--- src/rtl/hazard_scoreboard_unit_pkg.sv ---
// Shared definitions for the ID-stage hazard scoreboard: latency classes,
// the class-to-latency mapping and the countdown counter width.
package hazard_pkg;

    typedef enum logic [1:0] {
        LAT_ALU  = 2'd0,
        LAT_LOAD = 2'd1,
        LAT_MD   = 2'd2
    } lat_class_e;

    // Counters must hold the longest latency, which is the MUL/DIV latency.
    function automatic int unsigned cnt_width(input int unsigned md_lat);
        return $clog2(md_lat + 1);
    endfunction

    // Cycles after issue until the result can be forwarded; encoding 2'b11 behaves as ALU.
    function automatic int unsigned lat(input logic [1:0] cls,
                                        input int unsigned alu_lat,
                                        input int unsigned load_lat,
                                        input int unsigned md_lat);
        case (cls)
            LAT_LOAD: return load_lat;
            LAT_MD:   return md_lat;
            default:  return alu_lat;
        endcase
    endfunction

endpackage

--- src/rtl/hazard_scoreboard_unit_cnt_array.sv ---
// Per-register countdown counters: three combinational read ports (rs, rt, dest)
// and one load port. Register 0 is never tracked and always reads zero.
module hazard_cnt_array #(
    parameter int unsigned NREGS = 32,
    parameter int unsigned RA_W  = 5,
    parameter int unsigned CNT_W = 4
) (
    input  logic             clk,
    input  logic             reset,
    input  logic [RA_W-1:0]  rs_addr,
    input  logic [RA_W-1:0]  rt_addr,
    input  logic [RA_W-1:0]  dest_addr,
    output logic [CNT_W-1:0] rs_cnt,
    output logic [CNT_W-1:0] rt_cnt,
    output logic [CNT_W-1:0] dest_cnt,
    input  logic             load_en,
    input  logic [RA_W-1:0]  load_addr,
    input  logic [CNT_W-1:0] load_val
);
    import hazard_pkg::*;

    logic [CNT_W-1:0] cnt [NREGS];

    function automatic logic [CNT_W-1:0] rd(input logic [RA_W-1:0] a);
        if (a == '0 || 32'(a) >= NREGS)
            return '0;
        return cnt[a];
    endfunction

    assign rs_cnt   = rd(rs_addr);
    assign rt_cnt   = rd(rt_addr);
    assign dest_cnt = rd(dest_addr);

    // Count every pending entry down by one; a load in the same cycle overrides the decrement.
    always_ff @(posedge clk) begin
        if (reset) begin
            for (int unsigned i = 0; i < NREGS; i++)
                cnt[RA_W'(i)] <= '0;
        end else begin
            for (int unsigned i = 0; i < NREGS; i++) begin
                if (i == 0)
                    cnt[RA_W'(i)] <= '0;
                else if (cnt[RA_W'(i)] != '0)
                    cnt[RA_W'(i)] <= cnt[RA_W'(i)] - 1'b1;
            end
            if (load_en && load_addr != '0 && 32'(load_addr) < NREGS)
                cnt[load_addr] <= load_val;
        end
    end

endmodule

--- src/rtl/hazard_scoreboard_unit.sv ---
// ID-stage hazard controller: RAW (incl. branch-in-ID), WAW and multi-cycle
// structural hazards from a per-register countdown scoreboard, plus a
// saturating stall-cycle counter.
module hazard_scoreboard_unit #(
    parameter int unsigned NREGS    = 32,
    parameter int unsigned RA_W     = 5,
    parameter int unsigned ALU_LAT  = 1,
    parameter int unsigned LOAD_LAT = 2,
    parameter int unsigned MD_LAT   = 8,
    parameter int          BR_EXTRA = 1,
    parameter int unsigned PERF_W   = 16
) (
    input  logic              clk,
    input  logic              reset,
    input  logic              id_valid,
    input  logic [RA_W-1:0]   id_rs,
    input  logic [RA_W-1:0]   id_rt,
    input  logic              id_uses_rs,
    input  logic              id_uses_rt,
    input  logic              id_branch,
    input  logic              id_regwrite,
    input  logic [RA_W-1:0]   id_dest,
    input  logic [1:0]        id_lat_class,
    input  logic              pipe_flush,
    output logic              stall,
    output logic              flush_idex,
    output logic              id_issue,
    output logic              md_busy,
    output logic [PERF_W-1:0] stall_cycles
);
    import hazard_pkg::*;

    localparam int unsigned CNT_W = cnt_width(MD_LAT);
    // An EX consumer can take a result once cnt <= 1; a branch in ID needs BR_EXTRA more cycles.
    localparam logic [CNT_W-1:0] RAW_LIMIT = CNT_W'(1);
    localparam logic [CNT_W-1:0] BR_LIMIT  = CNT_W'((BR_EXTRA >= 1) ? 0 : 1 - BR_EXTRA);

    logic [CNT_W-1:0] rs_cnt, rt_cnt, dest_cnt;
    logic [CNT_W-1:0] md_cnt;
    logic [CNT_W-1:0] issue_lat;
    logic [CNT_W-1:0] src_limit;
    logic             raw_rs, raw_rt, waw, structural;
    logic             load_en;

    hazard_cnt_array #(
        .NREGS (NREGS),
        .RA_W  (RA_W),
        .CNT_W (CNT_W)
    ) u_cnt (
        .clk       (clk),
        .reset     (reset),
        .rs_addr   (id_rs),
        .rt_addr   (id_rt),
        .dest_addr (id_dest),
        .rs_cnt    (rs_cnt),
        .rt_cnt    (rt_cnt),
        .dest_cnt  (dest_cnt),
        .load_en   (load_en),
        .load_addr (id_dest),
        .load_val  (issue_lat)
    );

    // Hazard detection and pipeline control for the instruction currently in ID.
    always_comb begin
        issue_lat  = CNT_W'(lat(id_lat_class, ALU_LAT, LOAD_LAT, MD_LAT));
        src_limit  = id_branch ? BR_LIMIT : RAW_LIMIT;
        raw_rs     = id_uses_rs && id_rs != '0 && rs_cnt > src_limit;
        raw_rt     = id_uses_rt && id_rt != '0 && rt_cnt > src_limit;
        // Keeps writebacks in order: a faster producer must not overtake a pending slower one.
        waw        = id_regwrite && id_dest != '0 && dest_cnt > issue_lat;
        structural = id_lat_class == LAT_MD && md_cnt != '0;
        stall      = !reset && id_valid && !pipe_flush && (raw_rs || raw_rt || waw || structural);
        flush_idex = !reset && (stall || pipe_flush);
        id_issue   = !reset && id_valid && !stall && !pipe_flush;
        load_en    = id_issue && id_regwrite && id_dest != '0;
    end

    assign md_busy = md_cnt != '0;

    // Multi-cycle unit occupancy and saturating stall-cycle count.
    always_ff @(posedge clk) begin
        if (reset) begin
            md_cnt       <= '0;
            stall_cycles <= '0;
        end else begin
            if (id_issue && id_lat_class == LAT_MD)
                md_cnt <= CNT_W'(MD_LAT);
            else if (md_cnt != '0)
                md_cnt <= md_cnt - 1'b1;
            if (stall && stall_cycles != '1)
                stall_cycles <= stall_cycles + 1'b1;
        end
    end

endmodule

--- config.mk ---
export PLATFORM = sky130hd
export DESIGN_NAME = hazard_scoreboard_unit
export DESIGN_NICKNAME = d
export VERILOG_FILES = /design/src/rtl/hazard_scoreboard_unit_pkg.sv /design/src/rtl/hazard_scoreboard_unit_cnt_array.sv /design/src/rtl/hazard_scoreboard_unit.sv
export SDC_FILE = /design/constraint.sdc
export NUM_CORES = 1
export LEC_CHECK = 0
export CELL_PAD_IN_SITES_DETAIL_PLACEMENT = 0
export CELL_PAD_IN_SITES_GLOBAL_PLACEMENT = 1
export CORE_MARGIN = 2
export CORE_UTILIZATION = 40
export DETAILED_ROUTE_END_ITERATION = 10
export GPL_TIMING_DRIVEN = 0
export PLACE_DENSITY_LB_ADDON = 0.1
export SYNTH_ARGS = -nofsm -noshare
export SYNTH_HDL_FRONTEND = slang
export SYNTH_SLANG_ARGS = --single-unit
export TNS_END_PERCENT = 10
--- constraint.sdc ---
create_clock -name clk -period 7.6 [get_ports clk]
set_input_delay 1.52 -clock clk [delete_from_list [all_inputs] [get_ports clk]]
set_output_delay 1.52 -clock clk [all_outputs]
set_load 0.01 [all_outputs]
==> results.py <==
metrics = {
    "status": {
        "outcome": "completed",
    },
    "worst_setup_path": {
        "cp-end-kind": "primary output",
        "arrival_ps": 5970,
        "slowest_stage": "mux4_2",
        "crit_family": "buffers and inverters",
        "cpPeakStageDelay_ps": 590,
        "critical_path_class": "in2out",
        "path_max_fanout": 19,
        "cp_num_buf_inv": 5,
        "crit_chain": "buf_2 > buf_4 > buf_4 > mux4_2 > mux4_2 > mux2_2 > nand2_1 > ha_1 > nor2_1 > o311ai_1 > o311ai_4 > or3_1 > buf_6 > nor2_1 > clkdlybuf4s50_1",
        "critPathRequiredTime_ps": 6080,
        "cp-start-kind": "primary input",
    },
    "synth": {
        "synthTopCellsByArea": "edfxtp_1 (24%), mux2_2 (13%), mux4_2 (11%)",
        "syn-mean-instance-area_um2": 10.00,
        "synth-xor-area-share_pct": 2.747,
        "ys_types": 62,
        "synth_adder_area_share_pct": 4.578,
        "yosys_warnings": 0,
        "synthSimpleGateAreaFrac_pct": 23.96,
        "synth_edf_count": 93,
        "syn_area_um2": 11480,
        "yosysMostFrequentCell": "nor2_1",
        "synth_top_family_by_area": "multiplexers",
        "synth_flop_cell": "edfxtp_1",
        "synthArstFlopShare_pct": 0,
        "netlist.area_leader.share_pct": 24.33,
        "ys_seq_area_share_pct": 33.74,
        "synth_top_cell_by_area": "edfxtp_1",
        "muxShareOfSynthArea_pct": 25.48,
        "synth-seq-cells": 147,
        "syn_inst": 1148,
        "synth_compound_area_share_pct": 4.752,
        "synth_common_cells": "nor2_1 (161), mux2_2 (131), nand2_1 (110)",
    },
    "floorplanning": {
        "start_util_pct": 40.32,
        "num_rows": 62,
        "die_w_um": 173.4,
        "die-area_um2": 30070,
        "die_y_um": 173.4,
        "core_um2": 28470,
        "ios": 45,
    },
    "clocking": {
        "htree_levels": 4,
        "numCtsBuffers": 17,
        "clock_path_buffers": 2,
        "clkLatencyLatePin_ps": 450,
        "cts_root_buf": "clkbuf_16",
        "clk_pin_slew_ps": 70,
        "cts_sinks": 147,
        "cts_tree": "yes",
        "cts_hold_buf": 0,
    },
    "sta": {
        "min_period_ps": 7488,
        "hold_viol": 0,
        "slew_violations": 0,
        "rsz0062_at_grt": "no",
        "fin_ws_ps": 112.2,
        "min_period_over_period_pct": 98.52,
        "fin_hold_ws_ps": 492.5,
        "timing.fmax_mhz": 133.6,
        "setup_violations": 0,
        "skew_ps": 12.42,
        "worst_slew_pin_slew_ps": 1224,
        "relSlewSlack_pct": 18.15,
    },
    "grt": {
        "globalRouteOverflowTotal": 0,
        "grt_pass1_wl_um": 59560,
        "grtUsageTotal_pct": 26.51,
        "grt_max_degree": 20,
        "antenna_found_initial": 0,
        "grt_pass1_vias": 9188,
    },
    "power_and_ir_drop": {
        "p_total_uw": 4645,
        "vdd_drop_max_v": 0.0001603,
        "power.density_nw_per_um2": 355.1,
        "leakagePower_uw": 0.004910,
    },
    "run": {
        "cap_viol_max_count": 0,
    },
    "placement": {
        "place_area_um2": 12350,
        "io_buffers": 38,
        "hpwl_um": 29940,
        "dp_slack_ps": -1433,
        "dp.cells": 1572,
        "gp_congestion": 1.004,
    },
    "min_path": {
        "min_path_type": "reg2reg",
    },
    "cells_and_area": {
        "drive_above_1_share_pct": 23.17,
        "layout.nets": 1271,
        "fill_cells": 2740,
        "antenna_cells": 0,
        "fin_cells": 1601,
        "synthToLayoutAreaGrowth_pct": 13.95,
        "design_area_um2": 13080,
    },
    "route": {
        "wl_um": 39310,
        "ant_nets": 0,
        "vias": 9500,
        "wl_per_cell_um": 24.55,
        "drt-pass1-iter-count": 7,
        "post_drt_via_cell_ratio": 5.934,
        "drc_errors": 0,
        "drtIter0Drc": 893,
    },
}
-- flip-flops by register name, summed over array words and instances (netlist names) --
| signal | cells |
|---|---|
| u_cnt.cnt | 127 |
| md_cnt | 4 |
| stall_cycles | 16 |
-- worst register-to-register path: cells and delay by family (launching register included) --
family / cells / cell delay (ps)
AND/OR/NAND/NOR: 3 / 1200
flip-flops: 1 / 480
multiplexers: 2 / 950
AO/OA/AOI/OAI: 6 / 1230
buffers and inverters: 2 / 410
adder cells (fa/ha/maj): 1 / 320
-- cell families (layout without fill, tap and decap cells) --
family | count (synthesis) | in the layout
muxes | 203 | 203
other | 1 | 3
and+or+nand+nor | 511 | 511
AOI/OAI and AO/OA | 76 | 76
DFF | 147 | 147
xor gates and xnor gates | 36 | 36
buffers and inverters | 132 | 199
adders and majority gates | 42 | 42
-- power breakdown --
group | leakage [uW] | internal, uW | switching, uW | total, uW
logic | 0.00314 | 1020 | 1060 | 2080
clock network | 0.000288 | 516 | 385 | 901
registers | 0.00148 | 1240 | 417 | 1660
total | 0.00491 | 2780 | 1860 | 4640
-- layer usage --
metal  GRT usage, %  vias up  part of all wire (%)
met1          37.51     4735                    46
met3          4.890       49                   6.9
li1               -     4345                     -
met4          7.133        0                   2.0
met5              0        -                     0
met2          41.73      371                    45
-- final timing paths --
| path | startpoint | to | slack (ps) | cells after the start |
|---|---|---|---|---|
| setup / recovery | id_rs[0] | id_issue | 110 | 15 |
| hold / removal | stall_cycles[10] | stall_cycles[10] | 490 | 2 |
| setup reg to reg | u_cnt.cnt[7][3] | u_cnt.cnt[9][0] | 2760 | 14 |
| hold reg to reg | stall_cycles[10] | stall_cycles[10] | 490 | 2 |
-- timing repair --
action                     4_1_cts  5_1_grt
resized for setup               32       10
setup buffers                    0        0
setup endpoints to repair        3        3
-- metrics by stage --
| stage | util (%) | TNS (ps) |
|---|---|---|
| global route | 45.95 | 0 |
| finish | 45.95 | 0 |
| global placement | 43.37 | -8905 |
| floorplan | - | 0 |
| CTS | 45.83 | 0 |
| detailed placement | 43.37 | -9018 |
-- placed cells by master (no fill, tap or decap), types with 4 or more instances in the layout --
cell type        count
nand3_1             28
nor4_4              23
clkinvlp_4           4
nor3_1              89
nor2_1             161
nand2b_1             7
clkbuf_16           17
mux2i_1             11
inv_6                4
a221oi_1             4
nor2b_1             11
clkdlybuf4s50_1     37
or3_1               39
nor4_1               7
buf_2                5
nand3b_1             4
o22ai_1              6
a21oi_1              6
clkbuf_1            24
o21ai_0             15
nand2_1            110
edfxtp_1            93
buf_6                4
ha_1                42
and3_1              12
buf_4                6
inv_1               76
mux2_2             131
clkbuf_2             4
mux4_2              58
a311oi_1             5
a22oi_1              8
dfxtp_1             54
clkbuf_8             6
xnor2_1             36
-- cell type report --
type / count / area (um2) / area share [%]
Inverter: 76 / 285.3 / 2.181
Clock inverter: 12 / 145.1 / 1.110
Buffer: 53 / 322.8 / 2.468
Multi-Input combinational cell: 871 / 7128 / 54.49
Clock buffer: 20 / 466.7 / 3.568
Timing Repair Buffer: 38 / 379.1 / 2.898
Sequential cell: 147 / 3874 / 29.61
Tap cell: 384 / 480.5 / 3.673
Note: power is estimated with default switching activity, not from simulation.
